`config.mk`:
```
export PLATFORM = sky130hd
export DESIGN_NAME = prog_clk_div
export DESIGN_NICKNAME = d
export VERILOG_FILES = /design/src/rtl/clkdiv_pkg.sv /design/src/rtl/clkdiv_phase_counter.sv /design/src/rtl/prog_clk_div.sv
export SDC_FILE = /design/constraint.sdc
export NUM_CORES = 1
export LEC_CHECK = 0
export ABC_CLOCK_PERIOD_IN_PS = 9200
export BUFFER_PORTS_ARGS = -buffer_cell sky130_fd_sc_hd__buf_4
export CORE_ASPECT_RATIO = 0.9
export CORE_MARGIN = 5
export CORE_UTILIZATION = 60
export DETAILED_ROUTE_END_ITERATION = 12
export PLACE_DENSITY = 0.81
export SYNTH_ARGS = -nofsm -noshare
export SYNTH_HDL_FRONTEND = slang
export SYNTH_SLANG_ARGS = --single-unit
```
`constraint.sdc`:
```
create_clock -name clk -period 9.2 [get_ports clk]
set_input_delay 0.46 -clock clk [delete_from_list [all_inputs] [get_ports clk]]
set_output_delay 0.46 -clock clk [all_outputs]
set_load 0.05 [all_outputs]
```
`src/rtl/clkdiv_pkg.sv`:
```
// Shared types and configuration checks for the programmable clock divider.
package clkdiv_pkg;

  typedef enum logic [1:0] {
    ST_IDLE  = 2'd0,
    ST_RUN   = 2'd1,
    ST_DRAIN = 2'd2
  } state_t;

  localparam int unsigned CFG_W = 32;

  // A divisor/high-time pair is usable when the period has at least one high and one low cycle.
  function automatic logic cfg_legal(input logic [CFG_W-1:0] div, input logic [CFG_W-1:0] high);
    return (div >= 32'd2) && (high >= 32'd1) && (high < div);
  endfunction

  function automatic logic defaults_ok(input int cnt_w, input int div, input int high);
    return (div >= 32'sd2) && (high >= 32'sd1) && (high < div) && (div < (32'sd1 <<< cnt_w));
  endfunction

endpackage

```
`src/rtl/clkdiv_phase_counter.sv`:
```
// Phase counter of the divider: active N/H registers, cycle counter and registered clk_out/tick.
module clkdiv_phase_counter #(
  parameter int CNT_W    = 8,
  parameter int DEF_DIV  = 2,
  parameter int DEF_HIGH = 1
) (
  input  logic             clk,
  input  logic             reset_n,
  input  logic             idle,
  input  logic             go_idle,
  input  logic             load,
  input  logic [CNT_W-1:0] new_div,
  input  logic [CNT_W-1:0] new_high,
  output logic             at_end,
  output logic             clk_out,
  output logic             tick
);

  localparam logic [CNT_W-1:0] ONE       = CNT_W'(1);
  localparam logic [CNT_W-1:0] DEF_DIV_C = CNT_W'(DEF_DIV);
  localparam logic [CNT_W-1:0] DEF_HI_C  = CNT_W'(DEF_HIGH);

  logic [CNT_W-1:0] act_div;
  logic [CNT_W-1:0] act_high;
  logic [CNT_W-1:0] cnt;
  logic [CNT_W-1:0] nxt;
  logic [CNT_W-1:0] eff_div;
  logic [CNT_W-1:0] eff_high;

  assign at_end = (cnt == (act_div - ONE));

  // A config loaded on this edge already governs the period that starts on it.
  always_comb begin
    eff_div  = act_div;
    eff_high = act_high;
    nxt      = cnt + ONE;
    if (load) begin
      eff_div  = new_div;
      eff_high = new_high;
    end else begin
      eff_div  = act_div;
      eff_high = act_high;
    end
    if (idle || at_end) begin
      nxt = {CNT_W{1'b0}};
    end else begin
      nxt = cnt + ONE;
    end
  end

  always_ff @(posedge clk) begin
    if (!reset_n) begin
      act_div  <= DEF_DIV_C;
      act_high <= DEF_HI_C;
      cnt      <= DEF_DIV_C - ONE;
      clk_out  <= 1'b0;
      tick     <= 1'b0;
    end else begin
      if (load) begin
        act_div  <= new_div;
        act_high <= new_high;
      end
      if (go_idle) begin
        cnt     <= eff_div - ONE;
        clk_out <= 1'b0;
        tick    <= 1'b0;
      end else begin
        cnt     <= nxt;
        clk_out <= (nxt < eff_high);
        tick    <= (nxt == {CNT_W{1'b0}});
      end
    end
  end

endmodule

```
`src/rtl/prog_clk_div.sv`:
```
// Programmable integer clock divider: run/drain FSM plus a one-deep configuration slot applied at period boundaries.
module prog_clk_div
  import clkdiv_pkg::*;
#(
  parameter int CNT_W    = 8,
  parameter int DEF_DIV  = 2,
  parameter int DEF_HIGH = 1
) (
  input  logic             clk,
  input  logic             reset_n,
  input  logic             en,
  input  logic             cfg_valid,
  output logic             cfg_ready,
  input  logic [CNT_W-1:0] cfg_div,
  input  logic [CNT_W-1:0] cfg_high,
  output logic             clk_out,
  output logic             tick,
  output logic             cfg_err,
  output logic             busy
);

  if (!defaults_ok(CNT_W, DEF_DIV, DEF_HIGH)) begin : g_bad_defaults
    $error("prog_clk_div: DEF_DIV/DEF_HIGH out of range");
  end

  state_t           state;
  state_t           state_nxt;
  logic             pend_full;
  logic [CNT_W-1:0] pend_div;
  logic [CNT_W-1:0] pend_high;
  logic             at_end;
  logic             idle;
  logic             accept;
  logic             legal;
  logic             apply;
  logic             go_idle;

  assign idle      = (state == ST_IDLE);
  assign cfg_ready = !pend_full;
  assign accept    = cfg_valid && !pend_full;
  assign legal     = cfg_legal(CFG_W'(cfg_div), CFG_W'(cfg_high));
  // Every edge out of IDLE and every period end is a safe point to swap the divisor.
  assign apply     = pend_full && (idle || at_end);
  assign go_idle   = (state_nxt == ST_IDLE);

  always_comb begin
    state_nxt = state;
    case (state)
      ST_IDLE: begin
        if (en) state_nxt = ST_RUN;
        else    state_nxt = ST_IDLE;
      end
      ST_RUN: begin
        if (en)          state_nxt = ST_RUN;
        else if (at_end) state_nxt = ST_IDLE;
        else             state_nxt = ST_DRAIN;
      end
      ST_DRAIN: begin
        if (at_end) state_nxt = ST_IDLE;
        else        state_nxt = ST_DRAIN;
      end
      default: state_nxt = ST_IDLE;
    endcase
  end

  always_ff @(posedge clk) begin
    if (!reset_n) begin
      state     <= ST_IDLE;
      busy      <= 1'b0;
      cfg_err   <= 1'b0;
      pend_full <= 1'b0;
      pend_div  <= {CNT_W{1'b0}};
      pend_high <= {CNT_W{1'b0}};
    end else begin
      state     <= state_nxt;
      busy      <= (state_nxt != ST_IDLE);
      cfg_err   <= accept && !legal;
      pend_full <= (pend_full && !apply) || (accept && legal);
      if (accept && legal) begin
        pend_div  <= cfg_div;
        pend_high <= cfg_high;
      end
    end
  end

  clkdiv_phase_counter #(
    .CNT_W    (CNT_W),
    .DEF_DIV  (DEF_DIV),
    .DEF_HIGH (DEF_HIGH)
  ) u_phase (
    .clk      (clk),
    .reset_n  (reset_n),
    .idle     (idle),
    .go_idle  (go_idle),
    .load     (apply),
    .new_div  (pend_div),
    .new_high (pend_high),
    .at_end   (at_end),
    .clk_out  (clk_out),
    .tick     (tick)
  );

endmodule

```
==> reports/results.tsv <==
metric	value	unit
drive_gt1_share	12.35	%
numCtsBuffers	5	
drt-total-wl	5937	um
viasPerCell	5.762	
first_iter_violations	157	
synth.most_common_cell	nor2_1	
post-cts-setup-buffers	0	
worstSkewPairLatency	0.31	ns
syn_area_per_cell	8.820	sq um
hold_start	en	
p_switching	164.0	uW
swShare	33.32	%
clkSlewWorstSetupHoldPaths	0.09	ns
fin_setup_tns	0	ns
grt_pass1_vias	2127	
crit_path_end_kind	flop	
ant_nets	0	
required	9.38	ns
synth_ff_type	dfxtp_1	
ir_drop	0.1139	mV
syn_to_final_growth	11.06	%
synth_edf_count	0	
start_util	60.90	%
hold_viol	0	
seq_power_share	47.2	%
drc	0	
setup_slack	4.805	ns
synth_area_leader_cell	dfxtp_1	
outcome	complete, no violations	
io_buffers	24	
combPwrFrac	27.6	%
crit_fanout	28	
clock_skew	0.007567	ns
cts_buffer_depth	2	
syn_inst	304	
nFillCells	387	
critPathLaunch	u_phase.act_div[2]	
io_pins	25	
slew_headroom	23.70	%
dr.pass1.iters	4	
postCtsHoldBufs	0	
grtUsageTotal	22.24	%
maxCapViolCount	0	
netlist_top_cells_count	48 x nor2_1, 47 x dfxtp_1, 31 x mux2i_1	
placedCellCount	378	
via_count	2224	
r2r-start	u_phase.act_div[2]	
arrival	4.57	ns
fmax	0.2275	GHz
synth.yosys.seq_area_share	35.09	%
syn-num-nets	341	
leakagePower	0.001359	uW
root_buffer	clkbuf_8	
rsz0062_at_grt	false	
synth.top_cell.area_share	35.09	%
dp_hpwl	4465	um
synthArstFlopShare	0	%
grt-ovfl-total	0	
cts.htree.levels	2	
path_class	reg -> reg	
rows	23	
grt_max_degree	39	
cts_tree	done	
antenna_found_initial	0	
core	4403	sq um
final_nets	360	
power_density	165.3	nW/um^2
cts_resized	0	
netlist_area	2681	sq um
place.gp.congestion	0.8596	
final_core_util	67.63	%
hp-class	in -> reg	
worst-slew-pin-transition	1.144	ns
synth_seq_cells	47	
maxSlewViolCount	0	
wl_per_cell	15.38	um
n_antenna_cell	0	
stdcell_count	386	
yosys_warnings	0	
fin_hold_ws	0.3874	ns
period_minus_slack	4.395	ns
cp-start-kind	flop	
die_y	73.42	um
clock_sinks	47	
fin_crit_sh	47.78	%
clockPowerShare	25.2	%
die_area	5908	sq um
grt_pass1_wl	9991	um
die_x	80.47	um
setup_viol	0	
synth_area_leaders	dfxtp_1 35%, mux2i_1 12%, ha_1 7.9%, nor2_1 6.7%, xor2_1 3.9%	
intPower	328.3	uW
synthDistinctLibCells	49	
post-place-ws	4.886	ns
-- cell families after synthesis --
family / after synthesis / synth area share [%]
adders and majority gates: 17 / 7.933
and+or+nand+nor: 111 / 20.25
muxes: 32 / 12.09
AOI/OAI and AO/OA: 45 / 11.90
xor gates and xnor gates: 24 / 8.353
DFF: 47 / 35.09
buffers and inverters: 28 / 4.386
-- sequential cells by signal (all words and copies together), names as in the netlist --
name,cells
pend_div,8
pend_high,8
u_phase.act_div,8
u_phase.act_high,8
u_phase.cnt,8
state,2
busy,1
cfg_err,1
pend_full,1
u_phase.clk_out,1
u_phase.tick,1
-- worst paths after layout --
| kind | to | slack (ns) | cells past startpoint |
|---|---|---|---|
| worst max-delay path | u_phase.cnt[6] | 4.80 | 11 |
| worst min-delay path | state[0] | 0.39 | 3 |
| worst max register to register | u_phase.cnt[6] | 4.80 | 11 |
| worst min register to register | u_phase.act_high[5] | 0.51 | 2 |
-- stage by stage --
stage	cell area [sq um]	power, uW
floorplan	2681	336.5
global placement	2889	368.5
detailed placement	2889	371.5
CTS	2978	495.2
global route	2978	518.8
finish	2978	492.3
-- critical path, cell delays in order (launching register included) --
cell and delay (ns):
dfxtp_1 0.39, nor4_2 0.45, nor4b_2 0.39, xnor3_1 0.33, o41ai_4 0.69, nand2_4 0.37
mux2i_1 0.39, ha_1 0.31, or4bb_1 0.52, xnor2_1 0.14, o211ai_1 0.18, a21oi_1 0.10
-- final cells by class --
cell class | count | area, sq um | share of cell area [%]
Timing Repair Buffer | 25 | 187.7 | 6.303
Clock inverter | 3 | 20.02 | 0.6723
Multi-Input combinational cell | 229 | 1627 | 54.62
Inverter | 15 | 56.30 | 1.891
Sequential cell | 47 | 940.9 | 31.60
Clock buffer | 5 | 68.82 | 2.311
Tap cell | 62 | 77.57 | 2.605
-- power by group through the flow --
stage                     registers [uW]  clock network [uW]  logic [uW]
final                                232                 124         136
after global routing                 234                 135         151
after CTS                            232                 128         136
after detailed placement             236                   0         135
after global placement               236                   0         133
after floorplan                      239                   0        97.3
-- cells in the final DEF (no fill, tap or decap), types with 2 or more instances in the layout --
cell type / synthesis / layout
dfxtp_1: 47 / 47
nand2_1: 20 / 20
nor2_1: 48 / 48
xor2_1: 12 / 12
nand2b_1: 4 / 4
ha_1: 17 / 17
a21o_1: 3 / 3
nand4_1: 3 / 3
a21oi_1: 13 / 12
xnor2_1: 11 / 11
and3_1: 5 / 5
inv_1: 15 / 15
o211ai_1: 6 / 6
mux2i_1: 31 / 31
a31oi_1: 2 / 2
buf_4: 0 / 25
nor3_1: 7 / 7
nor3b_1: 2 / 2
nor2b_1: 3 / 3
clkinvlp_4: 0 / 2
nand3_1: 5 / 5
clkbuf_8: 0 / 5
or3_1: 2 / 2
nor4_1: 4 / 4
o21ai_0: 6 / 6
o21a_1: 2 / 2
-- layer usage --
metal,track usage [%],wire [um]
met1,29.89,2723
met2,34.83,2701
met3,4.044,390
met4,10.13,122
met5,0,0
Note: power is estimated with default switching activity, not from simulation.
